**src/rtl/control_unit_if.sv**
```systemverilog
// Bundles the sequencer's imem, regfile and ALU signals; master is the control unit,
// slave is the memory/regfile/ALU side.
interface control_unit_if #(
   parameter int PC_W   = 8,
   parameter int DATA_W = 8
);
   logic [PC_W-1:0]   o_IMem_Addr;
   logic              o_IMem_Req;
   logic              i_IMem_Valid;
   logic [15:0]       i_IMem_Data;
   logic [1:0]        o_Rd_Addr_1;
   logic [1:0]        o_Rd_Addr_2;
   logic [DATA_W-1:0] i_Rd_Data_1;
   logic [DATA_W-1:0] i_Rd_Data_2;
   logic [2:0]        o_ALU_Op;
   logic [DATA_W-1:0] o_ALU_Val_1;
   logic [DATA_W-1:0] o_ALU_Val_2;
   logic [DATA_W-1:0] i_ALU_Result;
   logic              i_ALU_Overflow;
   logic              i_ALU_Zero;
   logic              o_Wr_En;
   logic [1:0]        o_Wr_Addr;
   logic [DATA_W-1:0] o_Wr_Data;
   logic              o_Flag_Z;
   logic              o_Flag_V;
   logic              o_Halted;
   logic              o_Illegal;

   // Fetch handshake: o_IMem_Req is held with o_IMem_Addr stable until an edge
   // where i_IMem_Valid=1 and o_IMem_Req=1; valid at any other time is ignored.
   modport master (
      output o_IMem_Addr, o_IMem_Req, o_Rd_Addr_1, o_Rd_Addr_2, o_ALU_Op,
             o_ALU_Val_1, o_ALU_Val_2, o_Wr_En, o_Wr_Addr, o_Wr_Data,
             o_Flag_Z, o_Flag_V, o_Halted, o_Illegal,
      input  i_IMem_Valid, i_IMem_Data, i_Rd_Data_1, i_Rd_Data_2,
             i_ALU_Result, i_ALU_Overflow, i_ALU_Zero
   );

   modport slave (
      input  o_IMem_Addr, o_IMem_Req, o_Rd_Addr_1, o_Rd_Addr_2, o_ALU_Op,
             o_ALU_Val_1, o_ALU_Val_2, o_Wr_En, o_Wr_Addr, o_Wr_Data,
             o_Flag_Z, o_Flag_V, o_Halted, o_Illegal,
      output i_IMem_Valid, i_IMem_Data, i_Rd_Data_1, i_Rd_Data_2,
             i_ALU_Result, i_ALU_Overflow, i_ALU_Zero
   );
endinterface

```
**src/rtl/control_unit.sv**
```systemverilog
// MiniRISC fetch/decode/execute/writeback sequencer; sole driver of the ALU op code.
// FSM state is visible on o_Dbg_State.
module control_unit #(
   parameter int PC_W   = 8,
   parameter int DATA_W = 8
) (
   input  logic          i_Clk,
   input  logic          i_Rst,
   control_unit_if.master bus,
   output logic [2:0]    o_Dbg_State
);
   typedef enum logic [2:0] {
      S_FETCH     = 3'd0,
      S_DECODE    = 3'd1,
      S_EXECUTE   = 3'd2,
      S_WRITEBACK = 3'd3,
      S_HALT      = 3'd4
   } state_t;

   localparam logic [3:0] OP_NOP  = 4'h0;
   localparam logic [3:0] OP_ADD  = 4'h1;
   localparam logic [3:0] OP_SUB  = 4'h2;
   localparam logic [3:0] OP_LDI  = 4'h3;
   localparam logic [3:0] OP_JMP  = 4'h4;
   localparam logic [3:0] OP_BZ   = 4'h5;
   localparam logic [3:0] OP_BV   = 4'h6;
   localparam logic [3:0] OP_HALT = 4'h7;

   state_t            r_state;
   state_t            w_next_state;
   logic [PC_W-1:0]   r_pc;
   logic [15:0]       r_ir;
   logic              r_flag_z;
   logic              r_flag_v;
   logic [DATA_W-1:0] r_val_1;
   logic [DATA_W-1:0] r_val_2;
   logic [DATA_W-1:0] r_wr_data;
   logic              r_started;

   logic [3:0]        w_opcode;
   logic [PC_W-1:0]   w_imm_pc;
   logic [PC_W-1:0]   w_pc_next;
   logic              w_pc_load;
   logic              w_ir_load;
   logic              w_op_load;
   logic              w_res_load;
   logic              w_ldi_load;
   logic [2:0]        w_alu_op;
   logic              w_wr_en;
   logic              w_req;
   logic              w_illegal;
   logic              w_halted;

   assign w_opcode = r_ir[15:12];
   assign w_imm_pc = PC_W'(r_ir[7:0]);

   always_ff @(posedge i_Clk or posedge i_Rst) begin
      if (i_Rst) r_state <= S_FETCH;
      else       r_state <= w_next_state;
   end

   always_comb begin
      w_next_state = r_state;
      w_pc_next    = r_pc + PC_W'(1);
      w_pc_load    = 1'b0;
      w_ir_load    = 1'b0;
      w_op_load    = 1'b0;
      w_res_load   = 1'b0;
      w_ldi_load   = 1'b0;
      w_alu_op     = 3'b000;
      w_wr_en      = 1'b0;
      w_req        = 1'b0;
      w_illegal    = 1'b0;
      w_halted     = 1'b0;
      case (r_state)
         S_FETCH: begin
            // r_started keeps the request low for the first cycle after reset release
            w_req = r_started;
            if (r_started && bus.i_IMem_Valid) begin
               w_ir_load    = 1'b1;
               w_next_state = S_DECODE;
            end
         end
         S_DECODE: begin
            w_next_state = S_FETCH;
            case (w_opcode)
               OP_ADD, OP_SUB: begin
                  w_op_load    = 1'b1;
                  w_next_state = S_EXECUTE;
               end
               OP_LDI: begin
                  w_ldi_load   = 1'b1;
                  w_next_state = S_WRITEBACK;
               end
               OP_JMP: begin
                  w_pc_next = w_imm_pc;
                  w_pc_load = 1'b1;
               end
               OP_BZ: begin
                  if (r_flag_z) w_pc_next = w_imm_pc;
                  w_pc_load = 1'b1;
               end
               OP_BV: begin
                  if (r_flag_v) w_pc_next = w_imm_pc;
                  w_pc_load = 1'b1;
               end
               OP_HALT: w_next_state = S_HALT;
               OP_NOP:  w_pc_load = 1'b1;
               default: begin
                  w_illegal = 1'b1;
                  w_pc_load = 1'b1;
               end
            endcase
         end
         S_EXECUTE: begin
            w_alu_op     = (w_opcode == OP_SUB) ? 3'b010 : 3'b001;
            w_res_load   = 1'b1;
            w_next_state = S_WRITEBACK;
         end
         S_WRITEBACK: begin
            w_wr_en      = 1'b1;
            w_pc_load    = 1'b1;
            w_next_state = S_FETCH;
         end
         S_HALT: w_halted = 1'b1;
         default: w_next_state = S_FETCH;
      endcase
   end

   always_ff @(posedge i_Clk or posedge i_Rst) begin
      if (i_Rst) begin
         r_pc      <= '0;
         r_ir      <= '0;
         r_flag_z  <= 1'b0;
         r_flag_v  <= 1'b0;
         r_val_1   <= '0;
         r_val_2   <= '0;
         r_wr_data <= '0;
         r_started <= 1'b0;
      end else begin
         r_started <= 1'b1;
         if (w_ir_load) r_ir <= bus.i_IMem_Data;
         if (w_pc_load) r_pc <= w_pc_next;
         if (w_op_load) begin
            r_val_1 <= bus.i_Rd_Data_1;
            r_val_2 <= bus.i_Rd_Data_2;
         end
         // Write data is staged here so writeback needs no mux on the opcode
         if (w_ldi_load) r_wr_data <= DATA_W'(r_ir[7:0]);
         if (w_res_load) begin
            r_wr_data <= bus.i_ALU_Result;
            r_flag_z  <= bus.i_ALU_Zero;
            r_flag_v  <= bus.i_ALU_Overflow;
         end
      end
   end

   assign bus.o_IMem_Addr = r_pc;
   assign bus.o_IMem_Req  = w_req;
   assign bus.o_Rd_Addr_1 = r_ir[9:8];
   assign bus.o_Rd_Addr_2 = r_ir[7:6];
   assign bus.o_ALU_Op    = w_alu_op;
   assign bus.o_ALU_Val_1 = r_val_1;
   assign bus.o_ALU_Val_2 = r_val_2;
   assign bus.o_Wr_En     = w_wr_en;
   assign bus.o_Wr_Addr   = r_ir[11:10];
   assign bus.o_Wr_Data   = r_wr_data;
   assign bus.o_Flag_Z    = r_flag_z;
   assign bus.o_Flag_V    = r_flag_v;
   assign bus.o_Halted    = w_halted;
   assign bus.o_Illegal   = w_illegal;
   assign o_Dbg_State     = r_state;
endmodule

```
**src/flat_wrapper.sv**
```systemverilog
// flat-port wrapper written by rule: the top's interface ports become plain ports
module control_unit_flat 
#(
   parameter int PC_W   = 8,
   parameter int DATA_W = 8
)
  (i_Clk, i_Rst, o_Dbg_State, bus_o_IMem_Addr, bus_o_IMem_Req, bus_o_Rd_Addr_1, bus_o_Rd_Addr_2, bus_o_ALU_Op, bus_o_ALU_Val_1, bus_o_ALU_Val_2, bus_o_Wr_En, bus_o_Wr_Addr, bus_o_Wr_Data, bus_o_Flag_Z, bus_o_Flag_V, bus_o_Halted, bus_o_Illegal, bus_i_IMem_Valid, bus_i_IMem_Data, bus_i_Rd_Data_1, bus_i_Rd_Data_2, bus_i_ALU_Result, bus_i_ALU_Overflow, bus_i_ALU_Zero);
  control_unit_if #(.PC_W(PC_W), .DATA_W(DATA_W)) bus_i ();
  input  logic i_Clk;
  input  logic i_Rst;
  output logic [2:0] o_Dbg_State;
  output wire logic [$bits(bus_i.o_IMem_Addr)-1:0] bus_o_IMem_Addr;
  output wire logic [$bits(bus_i.o_IMem_Req)-1:0] bus_o_IMem_Req;
  output wire logic [$bits(bus_i.o_Rd_Addr_1)-1:0] bus_o_Rd_Addr_1;
  output wire logic [$bits(bus_i.o_Rd_Addr_2)-1:0] bus_o_Rd_Addr_2;
  output wire logic [$bits(bus_i.o_ALU_Op)-1:0] bus_o_ALU_Op;
  output wire logic [$bits(bus_i.o_ALU_Val_1)-1:0] bus_o_ALU_Val_1;
  output wire logic [$bits(bus_i.o_ALU_Val_2)-1:0] bus_o_ALU_Val_2;
  output wire logic [$bits(bus_i.o_Wr_En)-1:0] bus_o_Wr_En;
  output wire logic [$bits(bus_i.o_Wr_Addr)-1:0] bus_o_Wr_Addr;
  output wire logic [$bits(bus_i.o_Wr_Data)-1:0] bus_o_Wr_Data;
  output wire logic [$bits(bus_i.o_Flag_Z)-1:0] bus_o_Flag_Z;
  output wire logic [$bits(bus_i.o_Flag_V)-1:0] bus_o_Flag_V;
  output wire logic [$bits(bus_i.o_Halted)-1:0] bus_o_Halted;
  output wire logic [$bits(bus_i.o_Illegal)-1:0] bus_o_Illegal;
  input wire logic [$bits(bus_i.i_IMem_Valid)-1:0] bus_i_IMem_Valid;
  input wire logic [$bits(bus_i.i_IMem_Data)-1:0] bus_i_IMem_Data;
  input wire logic [$bits(bus_i.i_Rd_Data_1)-1:0] bus_i_Rd_Data_1;
  input wire logic [$bits(bus_i.i_Rd_Data_2)-1:0] bus_i_Rd_Data_2;
  input wire logic [$bits(bus_i.i_ALU_Result)-1:0] bus_i_ALU_Result;
  input wire logic [$bits(bus_i.i_ALU_Overflow)-1:0] bus_i_ALU_Overflow;
  input wire logic [$bits(bus_i.i_ALU_Zero)-1:0] bus_i_ALU_Zero;
  assign bus_o_IMem_Addr = bus_i.o_IMem_Addr;
  assign bus_o_IMem_Req = bus_i.o_IMem_Req;
  assign bus_o_Rd_Addr_1 = bus_i.o_Rd_Addr_1;
  assign bus_o_Rd_Addr_2 = bus_i.o_Rd_Addr_2;
  assign bus_o_ALU_Op = bus_i.o_ALU_Op;
  assign bus_o_ALU_Val_1 = bus_i.o_ALU_Val_1;
  assign bus_o_ALU_Val_2 = bus_i.o_ALU_Val_2;
  assign bus_o_Wr_En = bus_i.o_Wr_En;
  assign bus_o_Wr_Addr = bus_i.o_Wr_Addr;
  assign bus_o_Wr_Data = bus_i.o_Wr_Data;
  assign bus_o_Flag_Z = bus_i.o_Flag_Z;
  assign bus_o_Flag_V = bus_i.o_Flag_V;
  assign bus_o_Halted = bus_i.o_Halted;
  assign bus_o_Illegal = bus_i.o_Illegal;
  assign bus_i.i_IMem_Valid = bus_i_IMem_Valid;
  assign bus_i.i_IMem_Data = bus_i_IMem_Data;
  assign bus_i.i_Rd_Data_1 = bus_i_Rd_Data_1;
  assign bus_i.i_Rd_Data_2 = bus_i_Rd_Data_2;
  assign bus_i.i_ALU_Result = bus_i_ALU_Result;
  assign bus_i.i_ALU_Overflow = bus_i_ALU_Overflow;
  assign bus_i.i_ALU_Zero = bus_i_ALU_Zero;
  control_unit #(.PC_W(PC_W), .DATA_W(DATA_W)) u_core (.i_Clk(i_Clk), .i_Rst(i_Rst), .bus(bus_i), .o_Dbg_State(o_Dbg_State));
endmodule
```
**config.mk**
```make
export PLATFORM = sky130hd
export DESIGN_NAME = control_unit_flat
export DESIGN_NICKNAME = d
export VERILOG_FILES = /design/src/rtl/control_unit_if.sv /design/src/rtl/control_unit.sv /design/src/flat_wrapper.sv
export SDC_FILE = /design/constraint.sdc
export NUM_CORES = 1
export LEC_CHECK = 0
export ABC_AREA = 0
export CORE_ASPECT_RATIO = 0.7
export CORE_MARGIN = 1.5
export CORE_UTILIZATION = 56
export DETAILED_ROUTE_END_ITERATION = 10
export DONT_BUFFER_PORTS = 1
export PLACE_DENSITY_LB_ADDON = 0.3
export SYNTH_ARGS = -nofsm -noshare
export SYNTH_HDL_FRONTEND = slang
export SYNTH_SLANG_ARGS = --single-unit
```
**constraint.sdc**
```tcl
create_clock -name i_Clk -period 1.5 [get_ports i_Clk]
set_input_delay 0.225 -clock i_Clk [delete_from_list [all_inputs] [get_ports i_Clk]]
set_output_delay 0.225 -clock i_Clk [all_outputs]
set_load 0.02 [all_outputs]
```
---- Word-level counts from Yosys, hierarchy flattened ----
Cells that the tools add are included.
operators by class
  reduce and logical (&&, ||, !) cells .... 8
  multiplexer cells ....................... 25
  $add $sub $neg .......................... 1
  bitwise logic cells ..................... 1
  eq/ne operators ......................... 12
operator list
  operator                                                number
  two-way mux 8 bit                                       5
  case mux 8 bit (3 select lines)                         1
  == test 4 x 3 -> 1 bit (second input constant)          4
  two-way mux 1 bit                                       13
  case mux 3 bit (4 select lines)                         1
  case mux 3 bit (3 select lines)                         1
  adder 8 x 1 -> 8 bit (second input constant)            1
  == test 4 x 2 -> 1 bit (second input constant)          2
  OR reduction 8 bit                                      1
  == test 3 x 2 -> 1 bit (second input constant)          2
  two-way mux 3 bit                                       2
  == test 4 x 1 -> 1 bit (second input constant)          1
  logical NOT 4 bit                                       1
  OR reduction 4 bit                                      1
  == test 3 x 1 -> 1 bit (second input constant)          1
  == test 3 bit (second input constant)                   1
  logical NOT 3 bit                                       1
  two-way mux 2 bit                                       1
  inequality test 2 x 1 -> 1 bit (second input constant)  1
  case mux 1 bit (2 select lines)                         1
  AND reduction 2 bit                                     1
  nonzero test 2 bit                                      1
  OR reduction 2 bit                                      1
  logical AND 1 bit                                       1
  inverter 1 bit                                          1
word-level totals
  register bits after elaboration ......... 54
  logic and storage cells ................. 56

---- Longest topological paths before layout ----
Gate-level depths: netlist of run 1.
  word-level depth ........................ 5
  gate-level depth with buffers ........... 7

---- Worst setup path before layout of run 1 ----
No wires, ideal clock.
  kind .................................... register to output
  start point ............................. reg u_core.r_state[1] (netlist: u_core.o_Dbg_State[1])
  end point ............................... out bus_o_ALU_Op[1]
  path buffers ............................ 2
  setup slack ............................. -577 ps
  stages on the path, launching flop included .. 5
  arrival ................................. 1852 ps
  path through ............................ dfrtp_1 > buf_6 > or3b_2 > clkbuf_1 > nor4_1
on the way
  word-level cells in the longest chain between the ends .. 2
ends and longest elaborated chain
  item                    line                RTL
  start, declared         control_unit.sv:29  state_t r_state;
  start signal, assigned  control_unit.sv:59  else r_state <= w_next_state;
  == test 3 x 2 -> 1 bit  control_unit.sv:75  case (r_state)
  two-way mux 3 bit       control_unit.sv:75
  end, declared           flat_wrapper.sv:16  output wire logic [$bits(bus_i.o_ALU_Op)-1:0] bus_o_ALU_Op;
No other way between the ends.

---- Worst setup path after layout of run 1 ----
  start point ............................. reg u_core.r_state[2] (netlist: u_core.o_Dbg_State[2])
  end point ............................... reg u_core.r_val_2[2] (netlist: u_core.bus.o_ALU_Val_2[2])
on the way
  word-level cells in the longest chain between the ends .. 2
ends and longest elaborated chain
  item                    line                 RTL
  == test 3 x 1 -> 1 bit  control_unit.sv:75
  two-way mux 1 bit       control_unit.sv:75
  end signal, assigned    control_unit.sv:146  r_val_2 <= bus.i_Rd_Data_2;
  end, declared           control_unit.sv:36   logic [DATA_W-1:0] r_val_2;
No other way between the ends.
A chain may end at the register's enable or synchronous reset.

==> results.py, run 1 <==
metrics = {
    "layout": {
        "final_util_pct": 76.7,
        "design_area_um2": 3380,
        "nFillCells": 268,
        "num_antenna_cells": 0,
        "syn_to_final_growth_pct": 30.1,
        "fin_nets": 298,
        "drive_gt1_share_pct": 52.2,
    },
    "timing": {
        "setup_ws_ns": -0.278,
        "fin_crit_ns": 1.78,
        "slew_headroom_pct": 63.0,
        "clock_skew_ns": 0.00526,
        "rsz0062_at_grt": "true",
        "worst_pin_slew_ns": 0.554,
        "fmax_mhz": 562,
        "hold_viol": 0,
        "finalCritPeriodShare_pct": 119,
        "drv_slew": 0,
        "finalSetupViolations": 58,
    },
    "logic_synthesis": {
        "async_reset_ff_share_pct": 100,
        "ys_seq_area_share_pct": 52.0,
        "syn_nets": 260,
        "synth_top_cells_by_count": "dfrtp_1 (54), mux2_2 (23), nand2_1 (15)",
        "synth_ff_type": "dfrtp_1",
        "netlist.area_leader.share_pct": 52.0,
        "synth_area_per_cell_um2": 12.1,
        "synth_area_um2": 2600,
        "yosysTopAreaCell": "dfrtp_1",
        "yosysWarnings": 0,
        "synthTopCellsByArea": "dfrtp_1 (52%), mux2_2 (10%), mux2_4 (5.2%), mux2i_1 (3.9%), a21oi_1 (2.5%)",
        "synth_edf_count": 0,
        "postSynthCellCount": 214,
        "yosysMostFrequentCell": "dfrtp_1",
        "synth-seq-cells": 54,
        "ys_types": 42,
    },
    "outcome": {
        "failed_checks": "setup timing",
        "status": "finished with violations",
    },
    "global_route": {
        "antenna_found_initial": 0,
        "first_global_vias": 1880,
        "grt_pass1_wl_um": 9690,
        "grtUsageTotal_pct": 25.6,
        "overflow": 0,
        "grt_max_degree": 38,
    },
    "floorplan": {
        "dieArea_um2": 5060,
        "die_w_um": 84.4,
        "start_util_pct": 58.9,
        "coreArea_um2": 4400,
        "core.rowCount": 20,
        "io_pins": 95,
        "die_h_um": 60.0,
    },
    "pwr": {
        "power_leakage_nw": 1.53,
        "power.total_mw": 7.55,
        "vdd_drop_max_v": 0.00126,
        "powerDensity_nw_per_um2": 2230,
    },
    "clock_network": {
        "cts_buffer_depth": 2,
        "clockRootBuffer": "clkbuf_8",
        "clkLatencyLatePin_ns": 0.30,
        "cts_tree": "built",
        "numClockSinks": 54,
        "cts.htree.levels": 2,
        "cts_buffers": 5,
        "cts.clk_slew.worst_paths_ns": 0.09,
    },
    "placed_design": {
        "place_congestion": 0.899,
        "dpl.hpwl_um": 4070,
        "place_ws_ns": -0.104,
        "numPortBuffers": 0,
        "placed_area_um2": 2850,
    },
    "setup_path": {
        "worstRegToRegCells": 7,
        "cp.arrival_ns": 1.97,
        "worstReg2RegStart": "u_core.o_Dbg_State[2]",
        "required_ns": 1.69,
        "cp-end-kind": "register",
        "path_max_fanout": 4,
        "critPathKind": "reg -> reg",
        "worstSetupStartpoint": "u_core.o_Dbg_State[2]",
        "startpoint_type": "register",
    },
    "detailed_routing": {
        "ant_nets": 0,
        "wl_per_cell_um": 22.0,
        "via_count": 1864,
        "drtIter0Drc": 129,
        "viasPerCell": 6.05,
        "drc": 0,
        "routed_wl_um": 6780,
        "dr.pass1.iters": 4,
    },
    "hold_path": {
        "hold_path_class": "in -> reg",
        "hold_start": "bus_i_ALU_Overflow",
        "min_path_cells": 2,
    },
    "job": {
        "max_cap_viol_count": 0,
    },
}
-- placed cells by master (no fill, tap or decap), types with 4 or more instances in the layout --
master / synthesis / final
dfrtp_1: 54 / 50
buf_4: 7 / 28
mux2_2: 23 / 22
nand2_1: 15 / 14
inv_1: 12 / 11
mux2_4: 9 / 10
buf_6: 5 / 9
mux2i_1: 10 / 8
clkbuf_8: 0 / 8
a21oi_2: 1 / 7
buf_12: 1 / 6
nand3_1: 6 / 5
nor2_1: 7 / 5
a21oi_1: 13 / 5
o21ai_1: 0 / 5
o22ai_2: 0 / 4
dfrtp_2: 0 / 4
-- final timing paths --
kind / end / slack (ns)
setup / recovery: u_core.bus.o_ALU_Val_2[2] / -0.28
hold / removal: u_core.bus.o_Flag_V / 0.04
setup reg to reg: u_core.bus.o_ALU_Val_2[2] / -0.28
hold reg to reg: u_core.r_ir[1] / 0.55
max in group asynchronous: u_core.o_Dbg_State[0] / 0.59
min in group asynchronous: u_core.r_ir[6] / 0.39
-- report_power, final --
group | switching [mW] | internal (mW)
Sequential | 1.22 | 2.15
Combinational | 1.59 | 1.67
Clock | 0.448 | 0.467
-- layer usage --
metal	wire (um)	GRT usage [%]
met1	2850	34.8
met2	3250	41.1
met3	538	7.60
met4	143	6.68
met5	0	0
-- timing repair --
| action | CTS | global route |
|---|---|---|
| resized for setup | 29 | 27 |
| endpoints found under the setup margin | 52 | 58 |
| buffers inserted | 7 | 3 |
| cloned | 4 | 0 |
| hold endpoints to repair | 17 | 0 |
| hold buffers | 1 | 0 |
| pin swaps | 11 | 11 |
-- cell families (layout without fill, tap and decap cells) --
group | Yosys count | after routing | synth area share (%)
flops | 54 | 54 | 52.0
simple gates | 48 | 49 | 10.9
mux | 42 | 42 | 19.0
compound gates | 37 | 37 | 9.54
buf+inv | 29 | 67 | 7.37
other cells | 2 | 2 | 0.289
fa+ha+maj | 1 | 1 | 0.482
xor+xnor | 1 | 1 | 0.337
-- worst max-delay path, stage by stage (launching register included) --
cell      delay (ns)
dfrtp_2         0.42
buf_4           0.15
nand2b_4        0.15
nor4_4          0.18
and2_4          0.22
buf_12          0.12
buf_16          0.11
mux2_2          0.32
-- stage by stage --
step	instances	TNS, ns	hold slack [ns]
after floorplan	214	-6.47	0.293
after global placement	285	-0.259	0.100
after detailed placement	285	-1.83	0.111
after CTS	305	-6.32	0.0312
after global routing	308	-13.28	0.0339
final	308	-9.45	0.0382
-- state kept, by name, summed over array words and instances (netlist names) --
signal / flops
u_core.o_Dbg_State: 3
u_core.r_started: 1
u_core.bus.o_Flag_V: 1
u_core.bus.o_ALU_Val_2: 8
u_core.bus.o_ALU_Val_1: 8
u_core.bus.o_Flag_Z: 1
u_core.bus.o_Wr_Data: 8
u_core.bus.o_IMem_Addr: 8
u_core.r_ir: 16
-- cell type report --
| class | instances | area, um2 | share of cell area, % |
|---|---|---|---|
| Inverter | 12 | 48.8 | 1.44 |
| Tap cell | 55 | 68.8 | 2.04 |
| Clock buffer | 8 | 110 | 3.26 |
| Multi-Input combinational cell | 132 | 1270 | 37.6 |
| Timing Repair Buffer | 47 | 522 | 15.5 |
| Sequential cell | 54 | 1360 | 40.2 |
Power figures use the tool's default switching activity.
==> inputs of run 2 (changes only) <==
- CELL_PAD_IN_SITES_DETAIL_PLACEMENT: not set -> 1
- CELL_PAD_IN_SITES_GLOBAL_PLACEMENT: not set -> 1
- CORE_UTILIZATION: 56 -> 48
- clock period: 1.5 -> 1.85 ns (I/O delays scaled with it)
==> run 2 against run 1 <==
  * The run now ends clean
  * Die area is 16% higher
  * Hold slack gained 0.033 ns
  * Routed wire length decreased by 7.9%
  * Setup slack better by 0.32 ns
  * Highest routed layer unchanged
==> results.py, run 2 (synthesis results as in run 1) <==
metrics = {
    "clock_network": {
        "clkLatencyLatePin_ns": 0.31,
        "cts_tree": "built",
        "cts_buffers": 5,
        "cts_buffer_depth": 2,
        "cts.htree.levels": 2,
        "numClockSinks": 54,
        "clockRootBuffer": "clkbuf_8",
        "cts.clk_slew.worst_paths_ns": 0.10,
    },
    "pwr": {
        "power.total_mw": 5.30,
        "vdd_drop_max_v": 0.000907,
        "powerDensity_nw_per_um2": 1840,
        "combinationalPowerShare_pct": 34.8,
        "sw_frac_of_total_pct": 44.8,
        "p_sw_mw": 2.37,
        "intPower_mw": 2.93,
        "p_clk_share_pct": 12.9,
        "power_leakage_nw": 1.34,
        "power_frac_seq_pct": 52.3,
    },
    "global_route": {
        "grtUsageTotal_pct": 22.2,
        "grt_pass1_wl_um": 10100,
        "overflow": 0,
        "grt_max_degree": 38,
        "first_global_vias": 1855,
        "antenna_found_initial": 0,
    },
    "outcome": {
        "status": "finished, final reports clean",
    },
    "timing": {
        "setup_ws_ns": 0.0394,
        "finalCritPeriodShare_pct": 97.9,
        "rsz0062_at_grt": "true",
        "worst_pin_slew_ns": 0.569,
        "slew_headroom_pct": 62.1,
        "fmax_mhz": 552,
        "hold_viol": 0,
        "fin_hold_ws_ns": 0.0716,
        "fin_crit_ns": 1.81,
        "finalSetupViolations": 0,
        "drv_slew": 0,
        "clock_skew_ns": 0.00348,
    },
    "job": {
        "max_cap_viol_count": 0,
    },
    "placed_design": {
        "place_congestion": 0.885,
        "place_ws_ns": 0.0912,
        "dpl.hpwl_um": 4610,
        "dpl.cell_count": 286,
        "numPortBuffers": 0,
    },
    "detailed_routing": {
        "viasPerCell": 5.68,
        "dr_wl_met3_um": 541,
        "dr.pass1.iters": 4,
        "dr_wl_met2_um": 2980,
        "routed_wl_um": 6250,
        "wl_met1_um": 2650,
        "via_count": 1699,
        "ant_nets": 0,
        "drc": 0,
        "wl_per_cell_um": 20.9,
        "drtIter0Drc": 64,
        "top_layer": "met4",
    },
    "setup_path": {
        "critPathKind": "reg -> out",
        "cp.arrival_ns": 1.53,
        "startpoint_type": "register",
        "required_ns": 1.57,
        "cp-end-kind": "output port",
        "path_max_fanout": 3,
    },
    "hold_path": {
        "hold_path_class": "in -> reg",
    },
    "floorplan": {
        "start_util_pct": 49.6,
        "coreArea_um2": 5230,
        "io_pins": 95,
        "die_h_um": 64.5,
        "core.rowCount": 22,
        "dieArea_um2": 5870,
        "die_w_um": 90.9,
    },
    "layout": {
        "drive_gt1_share_pct": 33.5,
        "num_antenna_cells": 0,
        "final_cell_mix": "dfrtp_1 (52), mux2_2 (23), buf_4 (17), nand2_1 (15), a21oi_1 (13)",
        "syn_to_final_growth_pct": 11.1,
        "final_cells": 299,
        "final_common_cell": "dfrtp_1",
        "largest_reg_flops": 16,
        "regMostFlops": "u_core.r_ir",
        "fin_nets": 272,
        "final_util_pct": 55.1,
    },
}
==> run 2: changes by cell type in the layout (fill, tap and decap cells not counted), sizes merged <==
cell	change
nand3	-1
inv	+2
buf	-24
clkinv	+1
clkbuf	-4
==> run 2: through the flow <==
stage	instance area, um2	setup TNS [ns]
floorplan	2610	0
global placement	2710	0
detailed placement	2710	0
CTS	2850	0
global route	2880	-0.0480
finish	2880	0
==> run 2: cell type report <==
type	count	area [um2]
clock buffer	5	68.8
clock inverter	3	25.0
fill	549	2350
inverter	12	45.0
multi-input combinational	131	1080
sequential	54	1350
tap	72	90.1
timing repair buffer	22	218
==> run 2: what timing repair did <==
| item | in CTS | in global routing |
|---|---|---|
| gates cloned | 0 | 0 |
| setup buffers | 2 | 2 |
| setup endpoints to repair | 3 | 27 |
| hold buffers | 1 | 0 |
| resized for setup | 4 | 2 |
| endpoints found under the hold margin | 17 | 0 |
| pin swaps | 0 | 2 |
==> run 2: worst max-delay path: stages (launching register included) <==
cell and delay (ns):
dfrtp_2 0.44, or3b_4 0.43, nor2_1 0.17, buf_4 0.17
==> run 2: power groups by stage <==
| stage | clock (mW) | combinational (mW) | sequential (mW) |
|---|---|---|---|
| floorplan | 0 | 1.51 | 2.61 |
| global placement | 0 | 1.62 | 2.76 |
| detailed placement | 0 | 1.74 | 2.81 |
| CTS | 0.701 | 1.82 | 2.77 |
| global route | 0.747 | 2.02 | 2.86 |
| finish | 0.683 | 1.85 | 2.77 |
==> run 2: layer usage <==
metal | up-vias | track usage, %
li1 | 759 | -
met4 | 0 | 5.47
met3 | 11 | 7.63
met5 | - | 0
met2 | 68 | 36.7
met1 | 861 | 28.3
==> run 2: path summary, 6_finish.rpt <==
kind / start / endpoint / slack (ns) / depth (start not counted)
max: u_core.o_Dbg_State[0] / bus_o_ALU_Op[0] / 0.04 / 3
max reg2reg: u_core.o_Dbg_State[2] / u_core.bus.o_ALU_Val_2[7] / 0.08 / 5
min: bus_i_ALU_Overflow / u_core.bus.o_Flag_V / 0.07 / 2
max in group asynchronous: i_Rst / u_core.o_Dbg_State[0] / 0.93 / 3
min reg2reg: u_core.r_ir[4] / u_core.r_ir[4] / 0.57 / 1
min in group asynchronous: i_Rst / u_core.bus.o_ALU_Val_2[1] / 0.39 / 2
==> inputs of run 3 (changes only) <==
- CTS_CLUSTER_DIAMETER: not set -> 200
- clock period: 1.85 -> 1.7 ns (I/O delays scaled with it)
==> run 3 against run 2 <==
  * The flow now finishes with violations (setup timing)
  * Register-to-register slack worse by 0.10 ns
  * Highest routed layer unchanged
  * Clock power is 24% higher
  * Die area stayed put
  * Via count is 4.8% higher
  * Utilization is 4.3 points higher
==> results.py, run 3 (synthesis results as in run 1) <==
metrics = {
    "timing": {
        "fmax_mhz": 572,
        "finalSetupViolations": 6,
        "hold_viol": 0,
        "setup_ws_ns": -0.0492,
        "drv_slew": 0,
        "fin_crit_ns": 1.75,
        "finalCritPeriodShare_pct": 103,
        "worst_pin_slew_ns": 0.504,
        "rsz0062_at_grt": "true",
        "clock_skew_ns": 0.00656,
        "slew_headroom_pct": 66.4,
    },
    "placed_design": {
        "place_congestion": 0.848,
        "dpl.cell_count": 292,
        "numPortBuffers": 0,
        "dpl.hpwl_um": 4750,
        "placed_area_um2": 2770,
    },
    "setup_path": {
        "path_delay_family": "simple AND/OR/NAND/NOR gates",
        "startpoint_type": "register",
        "cp.arrival_ns": 1.49,
        "cp_slowest_cell": "or3b_4",
        "crit_buf_inv": 1,
        "crit_chain": "or3b_4 > nor4_4 > buf_4",
        "path_max_fanout": 2,
        "critPathKind": "reg -> out",
        "worstRegToRegCells": 6,
        "worstReg2RegStart": "u_core.o_Dbg_State[1]",
        "required_ns": 1.44,
        "reg2reg_slack_ns": -0.02,
        "worstSetupStartpoint": "u_core.o_Dbg_State[2]",
        "path_depth": 3,
        "cp-end-kind": "output port",
        "r2r_end": "u_core.bus.o_IMem_Addr[2]",
        "endpoint": "bus_o_ALU_Op[1]",
        "cp_slowest_stage_delay_ns": 0.43,
    },
    "detailed_routing": {
        "ant_nets": 0,
        "drc": 0,
        "viasPerCell": 5.67,
        "drtIter0Drc": 86,
        "wl_per_cell_um": 22.8,
        "via_count": 1780,
        "routed_wl_um": 7170,
        "dr.pass1.iters": 4,
    },
    "global_route": {
        "overflow": 0,
        "grtUsageTotal_pct": 24.6,
        "antenna_found_initial": 0,
        "grt_pass1_wl_um": 10800,
        "first_global_vias": 1954,
        "grt_max_degree": 25,
    },
    "clock_network": {
        "cts.clk_slew.worst_paths_ns": 0.10,
        "clkLatencyLatePin_ns": 0.31,
        "clockRootBuffer": "clkbuf_8",
        "cts_tree": "built",
        "cts_buffers": 5,
        "cts.htree.levels": 2,
        "numClockSinks": 54,
        "cts_buffer_depth": 2,
    },
    "outcome": {
        "failed_checks": "setup timing",
        "status": "finished with violations",
    },
    "layout": {
        "final_cell_mix": "dfrtp_1 (50), buf_4 (25), mux2_4 (16), mux2_2 (16), nand2_1 (15)",
        "final_common_cell": "dfrtp_1",
        "seqCellArea_um2": 1360,
        "drive_gt1_share_pct": 40.9,
        "design_area_um2": 3110,
        "fin_nets": 287,
        "num_antenna_cells": 0,
        "nFillCells": 537,
        "regMostFlops": "u_core.r_ir",
        "syn_to_final_growth_pct": 19.8,
        "largest_reg_flops": 16,
        "multi_input_area_um2": 1160,
        "final_cells": 314,
    },
    "floorplan": {
        "core.rowCount": 22,
        "die_w_um": 90.9,
        "coreArea_um2": 5230,
        "die_h_um": 64.5,
        "start_util_pct": 49.6,
        "dieArea_um2": 5870,
        "io_pins": 95,
    },
    "pwr": {
        "power_leakage_nw": 1.44,
        "powerDensity_nw_per_um2": 2040,
        "vdd_drop_max_v": 0.000928,
    },
    "hold_path": {
        "hold_start": "bus_i_ALU_Overflow",
        "hold_path_class": "in -> reg",
    },
    "job": {
        "max_cap_viol_count": 0,
    },
}
-- run 3: changes by cell type in the layout (fill, tap and decap cells not counted), moves of 3 or more --
| cell | previous run | this run |
|---|---|---|
| buf_4 | 17 | 25 |
| buf_6 | 0 | 6 |
| mux2_4 | 9 | 16 |
| mux2_2 | 23 | 16 |
| o21ai_0 | 7 | 4 |
| o21ai_1 | 0 | 3 |
-- run 3: worst min path at each step --
stage	endpoint	slack, ns	cells after the start
finish	u_core.bus.o_Flag_V	0.07	2
global placement	u_core.bus.o_Wr_Data[3]	0.17	1
floorplan	u_core.bus.o_Flag_V	0.36	2
global route	u_core.bus.o_ALU_Val_1[5]	0.08	1
detailed placement	u_core.bus.o_Wr_Data[3]	0.19	1
CTS	u_core.bus.o_Flag_V	0.06	2
-- run 3: cell type report --
cell class / count / share of cell area, %
Sequential cell: 54 / 43.6
Multi-Input combinational cell: 132 / 37.3
Timing Repair Buffer: 36 / 11.3
Tap cell: 72 / 2.90
Clock buffer: 5 / 2.21
Inverter: 12 / 1.45
Clock inverter: 3 / 1.29
-- run 3: what timing repair did --
action                                 in CTS  in global routing
hold buffers                                1                  0
endpoints found under the hold margin      22                  0
cloned                                      0                  2
setup endpoints to repair                   3                 56
setup buffers                               7                  4
pin swaps                                   4                  3
resized for setup                           8                 18
-- run 3: worst register-to-register path: cells and delay by family (launching register included) --
family                 cells  cell delay (ns)
AO/OA/AOI/OAI              3             0.52
flip-flops                 1             0.42
AND/OR/NAND/NOR            1             0.37
buffers and inverters      2             0.33
-- run 3: through the flow --
stage          util [%]  setup slack (ns)  TNS [ns]  hold WS (ns)  power (mW)
4_1_cts            57.2           -0.0466    -0.137        0.0646        6.08
6_report           59.4           -0.0492    -0.157        0.0665        6.34
2_1_floorplan         -           -0.0276    -0.511         0.360        4.52
3_3_place_gp       52.9             0.108         0         0.171        4.89
5_1_grt            59.4           -0.0922     -1.52        0.0756        6.66
3_5_place_dp       52.9           -0.0148   -0.0148         0.194        5.06
-- run 3: metal layers --
metal	vias up	routed length (um)	track usage, %
met1	922	3020	31.0
met3	8	438	5.99
li1	791	-	-
met2	59	3600	41.9
met5	-	0	0
met4	0	116	8.01
-- run 3: power by group --
| group | total [mW] | internal [mW] | leakage (nW) | switching [mW] |
|---|---|---|---|---|
| Clock | 0.850 | 0.434 | 0.0579 | 0.416 |
| Sequential | 3.05 | 1.90 | 0.648 | 1.15 |
| Combinational | 2.44 | 1.24 | 0.739 | 1.19 |
